File: src/rtl/reg_writeback_ctrl.sv
// In-order write-back queue feeding the register file write port, with RAW hazard detection.
// Define WB_FORWARD_EN to build the youngest-match forwarding mux on FWD1_DATA/FWD2_DATA.
module reg_writeback_ctrl #(
   parameter  int DATA_W = 32,
   parameter  int ADDR_W = 3,
   parameter  int DEPTH  = 4,
   localparam int PTR_W  = $clog2(DEPTH),
   localparam int CNT_W  = $clog2(DEPTH + 1)
) (
   input  logic              CLK,
   input  logic              RESET,
   input  logic              ALU_VALID,
   output logic              ALU_READY,
   input  logic [ADDR_W-1:0] ALU_ADDR,
   input  logic [DATA_W-1:0] ALU_DATA,
   input  logic              MEM_VALID,
   output logic              MEM_READY,
   input  logic [ADDR_W-1:0] MEM_ADDR,
   input  logic [DATA_W-1:0] MEM_DATA,
   output logic [DATA_W-1:0] WB_DATA,
   output logic [ADDR_W-1:0] WB_ADDR,
   output logic              WB_WE,
   input  logic [ADDR_W-1:0] RD1_ADDR,
   input  logic [ADDR_W-1:0] RD2_ADDR,
   output logic              HAZARD1,
   output logic              HAZARD2,
   output logic [DATA_W-1:0] FWD1_DATA,
   output logic [DATA_W-1:0] FWD2_DATA,
   output logic [CNT_W-1:0]  COUNT
);

   logic [ADDR_W-1:0] addr_q [DEPTH];
   logic [DATA_W-1:0] data_q [DEPTH];
   logic [PTR_W-1:0]  wr_ptr_q, rd_ptr_q;
   logic [CNT_W-1:0]  count_q, count_d;
   logic              wb_we_q;
   logic [ADDR_W-1:0] wb_addr_q;
   logic [DATA_W-1:0] wb_data_q;

   logic              push, pop;
   logic [ADDR_W-1:0] push_addr;
   logic [DATA_W-1:0] push_data;

   // Fullness looks only at the registered count, so a pop on the same edge never frees a slot early.
   assign MEM_READY = !RESET && (count_q != CNT_W'(DEPTH));
   assign ALU_READY = MEM_READY && !MEM_VALID;

   assign push      = MEM_READY && (MEM_VALID || ALU_VALID);
   assign pop       = (count_q != '0);
   assign push_addr = MEM_VALID ? MEM_ADDR : ALU_ADDR;
   assign push_data = MEM_VALID ? MEM_DATA : ALU_DATA;

   always_comb begin
      count_d = count_q;
      if (push && !pop)      count_d = count_q + 1'b1;
      else if (!push && pop) count_d = count_q - 1'b1;
   end

   always_ff @(posedge CLK or posedge RESET) begin
      if (RESET) begin
         wr_ptr_q  <= '0;
         rd_ptr_q  <= '0;
         count_q   <= '0;
         wb_we_q   <= 1'b0;
         wb_addr_q <= '0;
         wb_data_q <= '0;
      end else begin
         // NOTE: non-blocking assignments here so every register samples pre-edge values, like real flops.
         count_q <= count_d;
         if (push) wr_ptr_q <= wr_ptr_q + 1'b1;
         if (pop) begin
            rd_ptr_q  <= rd_ptr_q + 1'b1;
            wb_we_q   <= 1'b1;
            wb_addr_q <= addr_q[rd_ptr_q];
            wb_data_q <= data_q[rd_ptr_q];
         end else begin
            wb_we_q   <= 1'b0;
         end
      end
   end

   // NOTE: storage is deliberately not reset; pointers and count alone decide which slots are live.
   always_ff @(posedge CLK) begin
      if (push) begin
         addr_q[wr_ptr_q] <= push_addr;
         data_q[wr_ptr_q] <= push_data;
      end
   end

   assign WB_WE   = wb_we_q;
   assign WB_ADDR = wb_addr_q;
   assign WB_DATA = wb_data_q;
   assign COUNT   = count_q;

   // Slots listed oldest (k=0) to youngest, with a live flag per age position.
   logic [PTR_W-1:0] age_idx   [DEPTH];
   logic             age_valid [DEPTH];

   for (genvar k = 0; k < DEPTH; k++) begin : g_age
      assign age_idx[k]   = rd_ptr_q + PTR_W'(k);
      assign age_valid[k] = (CNT_W'(k) < count_q);
   end

   always_comb begin
      // NOTE: defaults first so no path through this block leaves a signal unassigned (no latches).
      HAZARD1 = wb_we_q && (wb_addr_q == RD1_ADDR);
      HAZARD2 = wb_we_q && (wb_addr_q == RD2_ADDR);
      for (int k = 0; k < DEPTH; k++) begin
         if (age_valid[k] && (addr_q[age_idx[k]] == RD1_ADDR)) HAZARD1 = 1'b1;
         if (age_valid[k] && (addr_q[age_idx[k]] == RD2_ADDR)) HAZARD2 = 1'b1;
      end
   end

`ifdef WB_FORWARD_EN
   // WB stage is the oldest candidate; scanning queue slots oldest-first lets the youngest match win.
   always_comb begin
      FWD1_DATA = '0;
      FWD2_DATA = '0;
      if (wb_we_q && (wb_addr_q == RD1_ADDR)) FWD1_DATA = wb_data_q;
      if (wb_we_q && (wb_addr_q == RD2_ADDR)) FWD2_DATA = wb_data_q;
      for (int k = 0; k < DEPTH; k++) begin
         if (age_valid[k] && (addr_q[age_idx[k]] == RD1_ADDR)) FWD1_DATA = data_q[age_idx[k]];
         if (age_valid[k] && (addr_q[age_idx[k]] == RD2_ADDR)) FWD2_DATA = data_q[age_idx[k]];
      end
   end
`else
   assign FWD1_DATA = '0;
   assign FWD2_DATA = '0;
`endif

endmodule
File: config.mk
export PLATFORM = sky130hd
export DESIGN_NAME = reg_writeback_ctrl
export DESIGN_NICKNAME = d
export VERILOG_FILES = /design/src/rtl/reg_writeback_ctrl.sv
export SDC_FILE = /design/constraint.sdc
export NUM_CORES = 1
export LEC_CHECK = 0
export CORE_MARGIN = 3
export CORE_UTILIZATION = 40
export CTS_BUF_LIST = sky130_fd_sc_hd__clkbuf_4 sky130_fd_sc_hd__clkbuf_8
export DETAILED_ROUTE_END_ITERATION = 7
export PLACE_DENSITY = 0.63
export SLEW_MARGIN = 20
export SYNTH_ARGS = -nofsm -noshare
export SYNTH_HDL_FRONTEND = slang
export SYNTH_SLANG_ARGS = --single-unit
File: constraint.sdc
create_clock -name CLK -period 2.95 [get_ports CLK]
set_input_delay 0.59 -clock CLK [delete_from_list [all_inputs] [get_ports CLK]]
set_output_delay 0.59 -clock CLK [all_outputs]
set_load 0.01 [all_outputs]
# Word level (Yosys, flattened, before mapping)
# Memories as Yosys holds them, arrays and structs flattened. A register that Yosys moved wholly into a read port is not among the register bits.
# Cells that the tools add are included.
dict set report classes {
  shift 0
  mul 0
  bitwise_logic 0
  magnitude_cmp 4
  n_eq_ne 11
  n_div 0
  add_sub_neg 6
  n_mux 15
  n_reduce_logical 22
}
# op count
set ops {}
lappend ops {{32-bit two-way mux} 1}
lappend ops {{3-bit == test} 10}
lappend ops {{1-bit logical AND} 15}
lappend ops {{1-bit two-way mux} 11}
lappend ops {{3-bit two-way mux} 3}
lappend ops {{1-bit by 3-bit less-than comparator with 1-bit output (first input constant)} 2}
lappend ops {{2-bit by 3-bit less-than comparator with 1-bit output (first input constant)} 2}
lappend ops {{2-bit by 1-bit adder with 2-bit output (second input constant)} 2}
lappend ops {{2-bit adder (second input constant)} 2}
lappend ops {{1-bit logical NOT} 4}
lappend ops {{3-bit by 1-bit adder with 3-bit output (second input constant)} 1}
lappend ops {{3-bit != test (second input constant)} 1}
lappend ops {{3-bit nonzero test} 1}
lappend ops {{3-bit by 1-bit subtractor with 3-bit output (second input constant)} 1}
lappend ops {{2-bit nonzero test} 1}
lappend ops {{1-bit logical OR} 1}
dict set report totals {
  elab_cells 65
  reg_bits 11
  n_memories 2
  mem_bits_rw 140
  romBits 0
  latchBits 0
}
# memory depth word_bits rd rd_ports_with_merged_regs wr line_no
set mem_list {}
lappend mem_list {data_q 4 32 1 1 1 33} ;# logic [DATA_W-1:0] data_q [DEPTH];
lappend mem_list {addr_q 4 3 4 0 1 32} ;# logic [ADDR_W-1:0] addr_q [DEPTH];

# Logic depth before layout (Yosys ltp)
dict set report logic_depth {
  word_depth 7
  ltp_mapped 9
}

# Least setup slack after synthesis
# Ideal clock, no wire load.
dict set report synth_path {
  kind {flip-flop to flip-flop}
  from {register count_q[0] (netlist: COUNT[0])}
  to {memory addr_q[0][0], enable pin}
  required_time_ns 2.555
  n_path_buf 0
  period_less_slack_ns 2.634
  slack_ns 0.316
  setup_time_ns 0.395
  path_stages_with_launch 6
  t_arrival_ns 2.238
  path_cell_list {dfrtp_1 > inv_1 > ha_1 > a21oi_1 > o21a_1 > and2_1}
}
dict set report synth_between {
  elab_chain_cells 5
}
# item line_no
set synth_rtl {}
lappend synth_rtl {{from (decl)} 35} ;# logic [CNT_W-1:0] count_q, count_d;
lappend synth_rtl {{from (signal assigned)} 69} ;# count_q <= count_d;
lappend synth_rtl {{3-bit != test} 45} ;# assign MEM_READY = !RESET && (count_q != CNT_W'(DEPTH));
lappend synth_rtl {{1-bit logical AND} 45}
lappend synth_rtl {{net MEM_READY} 17} ;# output logic MEM_READY,
lappend synth_rtl {{1-bit logical AND} 48} ;# assign push = MEM_READY && (MEM_VALID || ALU_VALID);
lappend synth_rtl {{net push} 40} ;# logic push, pop;
lappend synth_rtl {{1-bit two-way mux} 84} ;# if (push) begin
lappend synth_rtl {{1-bit two-way mux (implied by the code)} 85} ;# addr_q[wr_ptr_q] <= push_addr;
lappend synth_rtl {{to (decl)} 32}
# The timed path passes the listed nets, and every way through them passes these cells.

# Worst setup path after layout
dict set report layout_path {
  from {register rd_ptr_q[0]}
  to {output HAZARD1}
}
dict set report layout_between {
  elab_chain_cells 7
}
# item line_no
set layout_rtl {}
lappend layout_rtl {{from (decl)} 34} ;# logic [PTR_W-1:0] wr_ptr_q, rd_ptr_q;
lappend layout_rtl {{from (signal assigned)} 72} ;# rd_ptr_q <= rd_ptr_q + 1'b1;
lappend layout_rtl {{2-bit by 1-bit adder with 2-bit output / memory 4 x 3 bit (equally long branches)} n/a}
lappend layout_rtl {{memory 4 x 3 bit *} n/a}
lappend layout_rtl {{3-bit == test / 1-bit logical AND (equally long branches)} 109} ;# if (age_valid[k] && (addr_q[age_idx[k]] == RD1_ADDR)) HAZARD1 = 1'b1;
lappend layout_rtl {{1-bit logical AND / 1-bit two-way mux (equally long branches)} 109}
lappend layout_rtl {{1-bit two-way mux (2 in series)} 109}
lappend layout_rtl {{1-bit two-way mux *} 109}
lappend layout_rtl {{to (decl)} 25} ;# output logic HAZARD1,
# Mark *: on every way between the ends. The rest lies on a longest branch, timed or not.

==> impl_metrics.tcl <==
set metrics [dict create \
    synth_edf_count 140 \
    clock_latency_ps 450 \
    maxCapViolCount 0 \
    rsz0062_at_grt "no" \
    clk_pin_slew_worst_paths_ps 90 \
    drive_gt1_share_pct 21.1 \
    port_buffers 122 \
    yosysMostFrequentCell "edfxtp_1" \
    grt_pass1_wl_um 26400 \
    synthArstFlopShare_pct 23.5 \
    crit_path_start_kind "flop" \
    yosys.area.top_type "edfxtp_1" \
    cts_root_buf "clkbuf_8" \
    placed_cell_area_um2 9760 \
    skew_ps 16.2 \
    drt_iter0_markers 189 \
    fin_crit_sh_pct 96.9 \
    final_area_um2 10200 \
    synth_area_leaders "edfxtp_1 (50%), dfrtp_1 (13%), mux4_2 (8.8%), buf_4 (6.0%), mux2_2 (5.2%)" \
    cts_hold_buf 0 \
    antenna_found_initial 0 \
    path_class "flop to primary output" \
    worst_pin_slew_ps 707 \
    grt_overflow 0 \
    muxShareOfSynthArea_pct 17.3 \
    io-pin-count 187 \
    tritoncts.num_buffers 17 \
    worstPathRequired_ps 2360 \
    synth-simple-area-share_pct 6.21 \
    place.gp.congestion 0.816 \
    relSlewSlack_pct 52.9 \
    antenna_cells 0 \
    ys.flop_type "edfxtp_1" \
    die_area_um2 22900 \
    cts_buffer_depth 2 \
    crit_path_max_fanout 6 \
    dr.pass1.iters 4 \
    dieHeight_um 151 \
    max_freq_ghz 0.350 \
    fin_setup_tns_ps 0 \
    synth-xor-area-share_pct 3.74 \
    ant_nets 0 \
    clock_sinks 183 \
    hp-class "flop to flop" \
    layout_setup_ws_ps 91.8 \
    die_w_um 151 \
    syn_area_um2 8440 \
    synth_top_family_by_area "multiplexers" \
    vias_per_cell 4.83 \
    wire_per_inst_um 17.7 \
    core_um2 20500 \
    status "completed" \
    hold_viol 0 \
    p_leak_nw 3.84 \
    synth_top_area_share_pct 49.8 \
    ir_worst_vdd_mv 0.411 \
    synth.ff_latch_count 183 \
    hpwl_um 11400 \
    fin_crit_ps 2860 \
    wl_um 17200 \
    start_util_pct 41.2 \
    grt_usage_pct 15.5 \
    worst-endpoint-arrival_ps 2270 \
    cts_tree "yes" \
    synth_fa_ha_area_share_pct 1.33 \
    synth_compound_area_share_pct 0.563 \
    setup_viol 0 \
    fillers 1744 \
    syn_inst 548 \
    p_total_mw 8.96 \
    via_count 4689 \
    areaGrowthSynthToFinish_pct 20.4 \
    yosys-top-cells-count "edfxtp_1 (140), nand2_1 (107), buf_4 (68)" \
    ys_seq_area_share_pct 62.6 \
    grt_pass1_vias 4790 \
    pre_cts_ws_ps 104 \
    synth_area_per_cell_um2 15.4 \
    worstSetupEndpointType "primary output" \
    power_density_nw_per_um2 881 \
    drcViolationCount 0 \
    drv_slew 0 \
    fin_nets 777 \
    h-tree-depth 4 \
    ys_types 33 \
    yosys_warnings 0 \
    grt_max_degree 37 \
    rows 52 \
]
==> sequential cells by signal, summed over array words and instances (netlist names) <==
| register | cells |
|---|---|
| COUNT | 3 |
| WB_ADDR | 3 |
| WB_DATA | 32 |
| WB_WE | 1 |
| addr_q | 12 |
| data_q | 128 |
| rd_ptr_q | 2 |
| wr_ptr_q | 2 |
==> per-layer routing <==
metal,routed length (um),track usage [%],vias to the layer above
met5,0,0,-
met4,367,5.94,0
met3,973,3.20,26
met2,8720,26.1,193
met1,7110,19.7,2343
li1,-,-,2127
==> area by class of cell <==
type | count | area, um^2 | area share, %
inverter | 6 | 22.5 | 0.222
clock buffer | 19 | 249 | 2.45
timing repair buffer | 150 | 1470 | 14.5
sequential | 183 | 5290 | 52.0
tap | 270 | 338 | 3.32
multi-input combinational | 330 | 2720 | 26.8
clock inverter | 12 | 75.1 | 0.739
==> stage by stage <==
stage          hold WS [ps]  util, %  cells
6_report                470     49.6    970
2_1_floorplan           506        -    611
3_3_place_gp            454     47.6    929
5_1_grt                 503     49.6    970
4_1_cts                 477     49.5    968
3_5_place_dp            457     47.6    929
==> path summary, 6_finish.rpt <==
path	start	cells past startpoint	slack (ps)	endpoint
max	rd_ptr_q[0]	6	90	HAZARD1
min	WB_DATA[26]	2	470	WB_DATA[26]
max reg2reg	COUNT[1]	6	680	data_q[1][20]
min reg2reg	WB_DATA[26]	2	470	WB_DATA[26]
max in group asynchronous	RESET	3	1770	WB_DATA[10]
min in group asynchronous	RESET	2	500	WB_DATA[31]
==> layout by cell type (no fill, tap or decap), types with 3 or more instances in the layout <==
master and count:
edfxtp_1 140, clkdlybuf4s50_1 119, nand2_1 107, conb_1 64, dfrtp_1 40, mux2_2 39
mux4_2 35, xnor2_1 24, buf_4 23, clkbuf_8 17, xor2_1 10, nand4_1 9
ha_1 9, mux2i_1 7, mux4_1 6, clkinv_2 5, inv_1 4, and2_2 4
inv_6 4, buf_12 4, buf_2 3
==> report_power, final <==
group | leakage (nW) | internal (mW) | switching (mW)
Clock | 0.172 | 0.593 | 0.845
Sequential | 1.78 | 3.45 | 0.329
Combinational | 1.88 | 1.92 | 1.82
==> timing repair <==
action                                  CTS  global route
buffers inserted                          8             2
cloned                                    0             0
gates resized for setup                  13             2
endpoints found under the setup margin    2             2
==> cell families after synthesis <==
kind of cell    Yosys count
simple gates            127
xor+xnor                 36
flops                   183
fa+ha+maj                 9
mux                      87
compound gates            7
buf+inv                  98
other cells               1
==> worst max-delay path, stage by stage, from the launching register on <==
cell,delay (ps)
dfrtp_4,470
buf_4,120
mux4_1,610
xnor2_1,240
nand4_1,140
nand4_1,110
buf_2,140
No activity file was read; power rests on OpenSTA's default activity.
